### src/rtl/wg_pkg.sv
// Shared WorldGuard definitions.
//   wg_switch_state_e : phases of a WID switch (IDLE, DRAIN, COMMIT).
//   wid_legal()       : true when a WID is implemented and permitted by the mask.
package wg_pkg;

  // Upper bound on the world mask width accepted by wid_legal().
  localparam int unsigned WG_MAX_WORLDS = 256;

  typedef enum logic [1:0] {
    IDLE   = 2'd0,
    DRAIN  = 2'd1,
    COMMIT = 2'd2
  } wg_switch_state_e;

  // A WID is legal when it names an implemented world whose mask bit is set.
  function automatic logic wid_legal(
    input int unsigned                wid,
    input int unsigned                n_worlds,
    input logic [WG_MAX_WORLDS-1:0]   mwid_list
  );
    logic legal;
    legal = 1'b0;
    if ((wid < n_worlds) && (wid < WG_MAX_WORLDS)) begin
      legal = mwid_list[wid[7:0]];
    end
    return legal;
  endfunction

endpackage

### src/rtl/wg_txn_counter.sv
// Up/down counter of in-flight memory transactions.
// Ports:
//   clk_i, rst_i   : clock, asynchronous active-high reset
//   inc_i          : one transaction issued this cycle
//   dec_i          : one transaction completed this cycle
//   count_o        : registered count
//   count_next_o   : count after this cycle's inc/dec (combinational)
//   full_o         : count == MaxTx
//   empty_o        : count == 0
// The count saturates at 0 and MaxTx; hitting either bound raises a warning.
module wg_txn_counter #(
  parameter int unsigned MaxTx = 8,
  parameter int unsigned CntW  = $clog2(MaxTx + 1)
) (
  input  logic            clk_i,
  input  logic            rst_i,
  input  logic            inc_i,
  input  logic            dec_i,
  output logic [CntW-1:0] count_o,
  output logic [CntW-1:0] count_next_o,
  output logic            full_o,
  output logic            empty_o
);

  logic [CntW-1:0] count_q;
  logic [CntW-1:0] count_d;

  assign full_o  = (count_q == CntW'(MaxTx));
  assign empty_o = (count_q == '0);

  // Simultaneous inc and dec cancel out, even at either bound.
  always_comb begin
    count_d = count_q;
    if (inc_i && !dec_i && !full_o) begin
      count_d = count_q + CntW'(1);
    end else if (dec_i && !inc_i && !empty_o) begin
      count_d = count_q - CntW'(1);
    end
  end

  always_ff @(posedge clk_i or posedge rst_i) begin
    if (rst_i) begin
      count_q <= '0;
    end else begin
      count_q <= count_d;
    end
  end

  assign count_o      = count_q;
  assign count_next_o = count_d;

  always @(posedge clk_i) begin
    if (!rst_i) begin
      assert (!(dec_i && !inc_i && empty_o))
        else $warning("wg_txn_counter: completion with no transaction outstanding");
      assert (!(inc_i && !dec_i && full_o))
        else $warning("wg_txn_counter: issue with counter already at MaxTx");
    end
  end

endmodule

### src/rtl/wg_wid_switch_ctrl.sv
// Sequences a change of the active WorldGuard WID: a CSR write blocks new
// memory issue, waits for in-flight transactions to drain, then commits the
// new WID so no request is ever tagged with a mix of worlds.
// Ports:
//   clk_i, rst_i        : clock, asynchronous active-high reset
//   wid_wr_en_i/data_i  : CSR write request (held until wid_wr_ready_o)
//   wid_wr_ready_o      : write accepted this cycle when also enabled
//   wid_illegal_o       : one-cycle pulse after a rejected write
//   mem_req_fire_i      : memory request issued this cycle
//   mem_rsp_fire_i      : memory transaction completed this cycle
//   mem_req_gate_o      : upstream must not issue while high
//   wid_o               : active WID
//   outstanding_o       : in-flight transaction count
//   busy_o              : switch in progress
module wg_wid_switch_ctrl
  import wg_pkg::*;
#(
  parameter int unsigned                WidWidth = 4,
  parameter int unsigned                NWorlds  = 16,
  parameter logic [NWorlds-1:0]         MwidList = 16'hFFFF,
  parameter logic [WidWidth-1:0]        RstWid   = '0,
  parameter int unsigned                MaxTx    = 8
) (
  input  logic                         clk_i,
  input  logic                         rst_i,
  input  logic                         wid_wr_en_i,
  input  logic [WidWidth-1:0]          wid_wr_data_i,
  output logic                         wid_wr_ready_o,
  output logic                         wid_illegal_o,
  input  logic                         mem_req_fire_i,
  input  logic                         mem_rsp_fire_i,
  output logic                         mem_req_gate_o,
  output logic [WidWidth-1:0]          wid_o,
  output logic [$clog2(MaxTx+1)-1:0]   outstanding_o,
  output logic                         busy_o
);

  localparam int unsigned CntW = $clog2(MaxTx + 1);

  wg_switch_state_e      state_q, state_d;
  logic [WidWidth-1:0]   wid_q, wid_d;
  logic [WidWidth-1:0]   pending_q, pending_d;
  logic                  illegal_q, illegal_d;

  logic [CntW-1:0]       cnt;
  logic [CntW-1:0]       cnt_next;
  logic                  cnt_full;
  logic                  cnt_empty_unused;
  logic                  wr_legal;

  // Fires are counted even when they violate the gate, so the drain still
  // waits for their responses.
  wg_txn_counter #(
    .MaxTx (MaxTx),
    .CntW  (CntW)
  ) u_txn_counter (
    .clk_i        (clk_i),
    .rst_i        (rst_i),
    .inc_i        (mem_req_fire_i),
    .dec_i        (mem_rsp_fire_i),
    .count_o      (cnt),
    .count_next_o (cnt_next),
    .full_o       (cnt_full),
    .empty_o      (cnt_empty_unused)
  );

  assign wr_legal = wid_legal(32'(wid_wr_data_i), NWorlds, WG_MAX_WORLDS'(MwidList));

  always_comb begin
    state_d   = state_q;
    wid_d     = wid_q;
    pending_d = pending_q;
    illegal_d = 1'b0;
    unique case (state_q)
      IDLE: begin
        if (wid_wr_en_i) begin
          if (!wr_legal) begin
            illegal_d = 1'b1;
          end else if (wid_wr_data_i != wid_q) begin
            pending_d = wid_wr_data_i;
            state_d   = DRAIN;
          end
        end
      end
      DRAIN: begin
        // Look at the next count so a response in this cycle finishes the drain.
        if (cnt_next == '0) begin
          wid_d   = pending_q;
          state_d = COMMIT;
        end
      end
      COMMIT: begin
        state_d = IDLE;
      end
      default: begin
        state_d = IDLE;
      end
    endcase
  end

  always_ff @(posedge clk_i or posedge rst_i) begin
    if (rst_i) begin
      state_q   <= IDLE;
      wid_q     <= RstWid;
      pending_q <= RstWid;
      illegal_q <= 1'b0;
    end else begin
      state_q   <= state_d;
      wid_q     <= wid_d;
      pending_q <= pending_d;
      illegal_q <= illegal_d;
    end
  end

  assign wid_wr_ready_o = (state_q == IDLE);
  assign busy_o         = (state_q != IDLE);
  assign mem_req_gate_o = (state_q != IDLE) || cnt_full;
  assign wid_illegal_o  = illegal_q;
  assign wid_o          = wid_q;
  assign outstanding_o  = cnt;

  always @(posedge clk_i) begin
    if (!rst_i) begin
      assert (!(mem_req_fire_i && mem_req_gate_o))
        else $warning("wg_wid_switch_ctrl: memory request issued while gated");
    end
  end

endmodule

### config.mk
export PLATFORM = sky130hd
export DESIGN_NAME = wg_wid_switch_ctrl
export DESIGN_NICKNAME = d
export VERILOG_FILES = /design/src/rtl/wg_pkg.sv /design/src/rtl/wg_txn_counter.sv /design/src/rtl/wg_wid_switch_ctrl.sv
export SDC_FILE = /design/constraint.sdc
export NUM_CORES = 1
export LEC_CHECK = 0
export BUFFER_PORTS_ARGS = -buffer_cell sky130_fd_sc_hd__clkbuf_2
export CORE_ASPECT_RATIO = 1.1
export CORE_MARGIN = 1.5
export CORE_UTILIZATION = 35
export CTS_BUF_LIST = sky130_fd_sc_hd__clkbuf_4 sky130_fd_sc_hd__clkbuf_8
export CTS_CLUSTER_SIZE = 16
export DETAILED_ROUTE_END_ITERATION = 8
export PLACE_DENSITY_LB_ADDON = 0.25
export SETUP_SLACK_MARGIN = 0.2
export SLEW_MARGIN = 30
export SYNTH_ARGS = -nofsm -noshare
export SYNTH_HDL_FRONTEND = slang
export SYNTH_SLANG_ARGS = --single-unit
### constraint.sdc
create_clock -name clk_i -period 3.7 [get_ports clk_i]
set_input_delay 0.555 -clock clk_i [delete_from_list [all_inputs] [get_ports clk_i]]
set_output_delay 0.555 -clock clk_i [all_outputs]
set_load 0.05 [all_outputs]
# == Word level (Yosys, flattened, before mapping) ==
# Memories as Yosys holds them, arrays and structs flattened.
# Index checks and enable logic that the tools add are counted.
# classes
addsub,2
mul,0
n_div,0
order_cmp,1
n_eq_ne,7
shifts,0
muxes,11
bitwise,0
n_reduce_logical,16
# ops
operator,count
"4-bit by 9-bit less-than comparator with 1-bit output, second input constant",1
4-bit zero test,2
2-bit 2-to-1 mux,4
4-bit 2-to-1 mux,2
4-bit AND reduction,2
"4-bit by 1-bit adder with 4-bit output, second input constant",1
"4-bit equality test, second input constant",1
1-bit logical AND,4
1-bit zero test,4
1-bit 2-to-1 mux,4
"2-bit by 1-bit != test with 1-bit output, second input constant",2
"2-bit != test, second input constant",2
4-bit != test,1
2-bit case mux with 2 select lines,1
"4-bit by 1-bit subtractor with 4-bit output, second input constant",1
"2-bit by 1-bit equality test with 1-bit output, second input constant",1
2-bit zero test,1
2-bit AND reduction,1
2-bit nonzero test,1
1-bit logical OR,1
# totals
ff_bits,15
latchBits,0
ram_bits,0
rom_bits,16
input_bits,9
out_inout_bits,12
mem_count,1
# mem_list
memory,words,width,rd,rd_clocked_by_memory_dff,wr,line_no,text
(no name shown),16,1,1,0,0,wg_pkg.sv:24,legal = mwid_list[wid[7:0]];

# == Longest topological paths before layout ==
# logic_depth
ltp_word,8
mapped_depth,7
depth_no_buf,7

# == Hierarchy ==
# From an unflattened synthesis, not the netlist that was laid out.
# hier_totals
cells_unflattened,82
hier_area_um2,863.3
# by_module_without_submodules
mod,instances,cells_each,area_per_inst_um2,seq_area_each_um2
wg_wid_switch_ctrl,1,38,496.7,250.2
wg_txn_counter,1,44,366.6,100.1

# == Worst setup path before layout ==
# Ideal clock, no wire load.
# synth_path
path_type,reg-to-reg
start,register u_txn_counter.count_q[0] (netlist: u_txn_counter.count_o[0])
end,register wid_q[0] (netlist: wid_o[0])
setup_ns,0.125
t_arrival_ns,2.442
required_ns,3.575
slack_ns,1.133
stages_incl_launch_ff,8
path_buffers,0
path_cell_list,dfrtp_1 -> inv_1 -> ha_1 -> nor3b_1 -> a32o_1 -> a32oi_4 -> nor4_4 -> mux2_4
# synth_between
elab_chain_len,7
elab_cells_between_ends,12
# synth_rtl
element,line_no,text
start: declaration,wg_txn_counter.sv:25,logic [CntW-1:0] count_q;
start signal: assignment,wg_txn_counter.sv:45,count_q <= count_d;
"parallel branches: the longest is 4 deep, another holds 4-bit by 1-bit subtractor with 4-bit output",-,
4-bit 2-to-1 mux (*),wg_txn_counter.sv:34,if (inc_i && !dec_i && !full_o) begin
4-bit zero test (*),wg_wid_switch_ctrl.sv:87,if (cnt_next == '0) begin
2-bit AND reduction (no line) (*),-,
end signal: assignment,wg_wid_switch_ctrl.sv:104,wid_q <= RstWid;
end signal: assignment,wg_wid_switch_ctrl.sv:109,wid_q <= wid_d;
end: declaration,wg_wid_switch_ctrl.sv:41,"logic [WidWidth-1:0] wid_q, wid_d;"
# Mark *: on every way between the ends.
# A chain may end at the register's enable or synchronous reset.

# == Final worst setup path ==
# layout_path
start,register u_txn_counter.count_q[0] (netlist: u_txn_counter.count_o[0])
end,register wid_q[1] (netlist: wid_o[1])
# The elaborated chain is that of the path after synthesis.

==> out/metrics.csv <==
metric,value,unit
register area share after synthesis,42.2,%
die footprint,2670,um^2
Syn Area/Cell,12.0,um^2
Fmax achieved,0.418,GHz
RSZ-0062 raised after global routing,no,
"Clk Latency, worst-skew pair",0.27,ns
fin. max-slew vios,0,
setup TNS,0,ns
die height,54.1,um
Yosys warning count,0,
"top cells by area, synth","dfrtp_1, mux2_4, mux2_2",
CTS Root Cell,clkbuf_4,
CP Data Arrival Time,2.55,ns
Flop pwr share,30.6,%
Clock Path Buffers,2,
post-cts repair resize count,0,
crit path kind,flop to flop,
"most common cell after layout, fill and taps aside",clkbuf_2,
share of cells above drive strength 1,45.1,%
sw frac,50.6,%
Ant. Diodes,0,
DR pass1 iterations,3,
first-pass GRT wire length,2450,um
largest net degree at the start of global routing,15,
Int Pwr,491,uW
"antenna viol nets, final",0,
Cell Rows,18,
DR DRC count,0,
Pleak,0.000451,uW
PD cells,1000,nW/um^2
TritonCTS Buffers,3,
clock power share,10.6,%
worst clock skew,0.00272,ns
R2R setup slack,1.31,ns
Min-Delay Path Class,primary input to asynchronous set/reset pin,
FF/Latch Area,350,um^2
CP max stage cell,dfrtp_1,
share of the synthesized area in the top cell type,42.2,%
CP top delay family,simple AND/OR/NAND/NOR gates,
Avg Vias per Cell,4.91,
Overflow after GRT,0,
initial antenna violation count,0,
highest-count cells in the layout ignoring fill and taps,"clkbuf_2, dfrtp_1, mux2_2, xnor2_1",
Max-cap violations,0,
"slowest stage delay, CP",0.49,ns
crit end category,flop,
RR Endpoint,wid_o[1],
"Cell Chain, Critical Path",inv_1 -> ha_1 -> nor3b_1 -> a32o_1 -> a32oi_4 -> nor4_4 -> mux2_4,
"Reg clk slew, reported paths",0.08,ns
Gate power share,58.8,%
nets@finish,103,
Vias,594,
starting DRC count in detailed routing,7,
largest area contributor in the netlist,dfrtp_1,
Core Area,2250,um^2
crit path max fanout,7,
Tot GR Track Use,12.4,%
I/O pin total,21,
Worst Path Buf+Inv,1,
Post-Synthesis Cell Area,830,um^2
Area Overhead vs Synth,19.5,%
r2r worst-path depth,7,
dpl hpwl,1150,um
Initial Utilization,36.8,%
Startpoint Class,flop,
multi-input logic area,457,um^2
worst vdd ir,622,uV
Net Switching,503,uW
worst path required time,3.86,ns
Yosys reg bits,14,
post-layout min period,2.39,ns
Final Hold Viols,0,
Total Wirelength,1440,um
CTS Hold Buffers Added,0,
H-tree levels,1,
CTS tree,built,
status,completed,
Final setup viols,0,
final period utilization,64.7,%
post-synth cell types,30,
count of input and output buffers,19,
worst-margin pin slew,0.530,ns
Die Span X,49.4,um
# fillers,225,
Post-Synthesis Cells,69,
Avg WL per Cell,11.9,um
total power,993,uW
GP Congestion,0.743,
"Net Count, Synth",80,
relative slew slack,64.6,%
reg2reg start,u_txn_counter.count_o[0],
vias in the first global route,585,
CTS sink count,14,
setup repair bufs after CTS,0,
-- per-stage QoR --
step	cell area [um^2]	setup WS [ns]	instances	hold slack, ns	utilization, %
floorplan	830	1.13	69	0.444	-
finish	991	1.31	121	0.287	44.0
global placement	955	1.35	117	0.488	42.4
detailed placement	955	1.30	117	0.489	42.4
CTS	991	1.28	121	0.299	44.0
global route	991	1.09	121	0.318	44.0
-- flip-flops by register name, indices dropped and copies added (netlist names) --
| name | count |
|---|---|
| wid_o | 4 |
| u_txn_counter.count_o | 4 |
| pending_q | 4 |
| state_q | 2 |
-- worst reg2reg max path, cell delays in order (launching register included) --
cell and delay [ns]:
dfrtp_1 0.49, inv_1 0.11, ha_1 0.36, nor3b_1 0.20
a32o_1 0.22, a32oi_4 0.08, nor4_4 0.48, mux2_4 0.34
-- metal layers --
metal	vias up	wire length [um]	GRT usage [%]
li1	291	-	-
met2	21	659	21.2
met4	0	31	8.80
met5	-	0	0
met1	278	678	14.8
met3	4	70	1.67
-- worst max-delay path by stage --
stage                             startpoint        to  slack, ns  depth (start not counted)
finish              u_txn_counter.count_o[0]  wid_o[1]       1.31                          7
global placement    u_txn_counter.count_o[0]  wid_o[2]       1.35                          7
detailed placement  u_txn_counter.count_o[0]  wid_o[0]       1.30                          7
floorplan           u_txn_counter.count_o[0]  wid_o[0]       1.13                          7
global route        u_txn_counter.count_o[0]  wid_o[1]       1.09                          7
CTS                 u_txn_counter.count_o[0]  wid_o[1]       1.28                          7
-- cells in the mapped netlist --
library cell	count
conb_1	1
nor4_4	1
dfrtp_1	14
nand2_4	1
a32oi_4	1
inv_1	4
or2b_1	1
nor2b_4	1
a211oi_2	1
o21ai_0	1
nor3_1	2
nand4_1	1
buf_4	1
or3b_4	1
and2_1	1
o221ai_1	2
a32o_1	1
nand3_1	3
nand3b_1	3
a21oi_1	1
nand2_1	3
xnor2_1	5
mux2_2	5
ha_1	2
a2bb2oi_1	1
nor3b_1	1
and3_2	3
and2b_1	1
mux2_4	4
nor2_1	2
-- kinds of logic after synthesis --
kind of cell               synth area share (%)
AOI/OAI and AO/OA                          10.4
and+or+nand+nor                            21.9
xor gates and xnor gates                   5.28
adders and majority gates                  3.02
DFF                                        42.2
muxes                                      14.0
other                                     0.452
buffers and inverters                      2.71
-- cell type report --
class | count | area share, %
Clock buffer | 4 | 3.66
Sequential cell | 14 | 35.4
Timing Repair Buffer | 19 | 9.60
Inverter | 4 | 1.52
Multi-Input combinational cell | 50 | 46.1
Tap cell | 30 | 3.79
-- power by group through the flow --
stage	clock network (uW)	logic (uW)	registers, uW
2_1_floorplan	0	332	440
3_3_place_gp	0	589	303
3_5_place_dp	0	591	305
4_1_cts	110	591	304
5_1_grt	117	620	317
6_report	106	584	304
(Power assumes the default switching activity.)
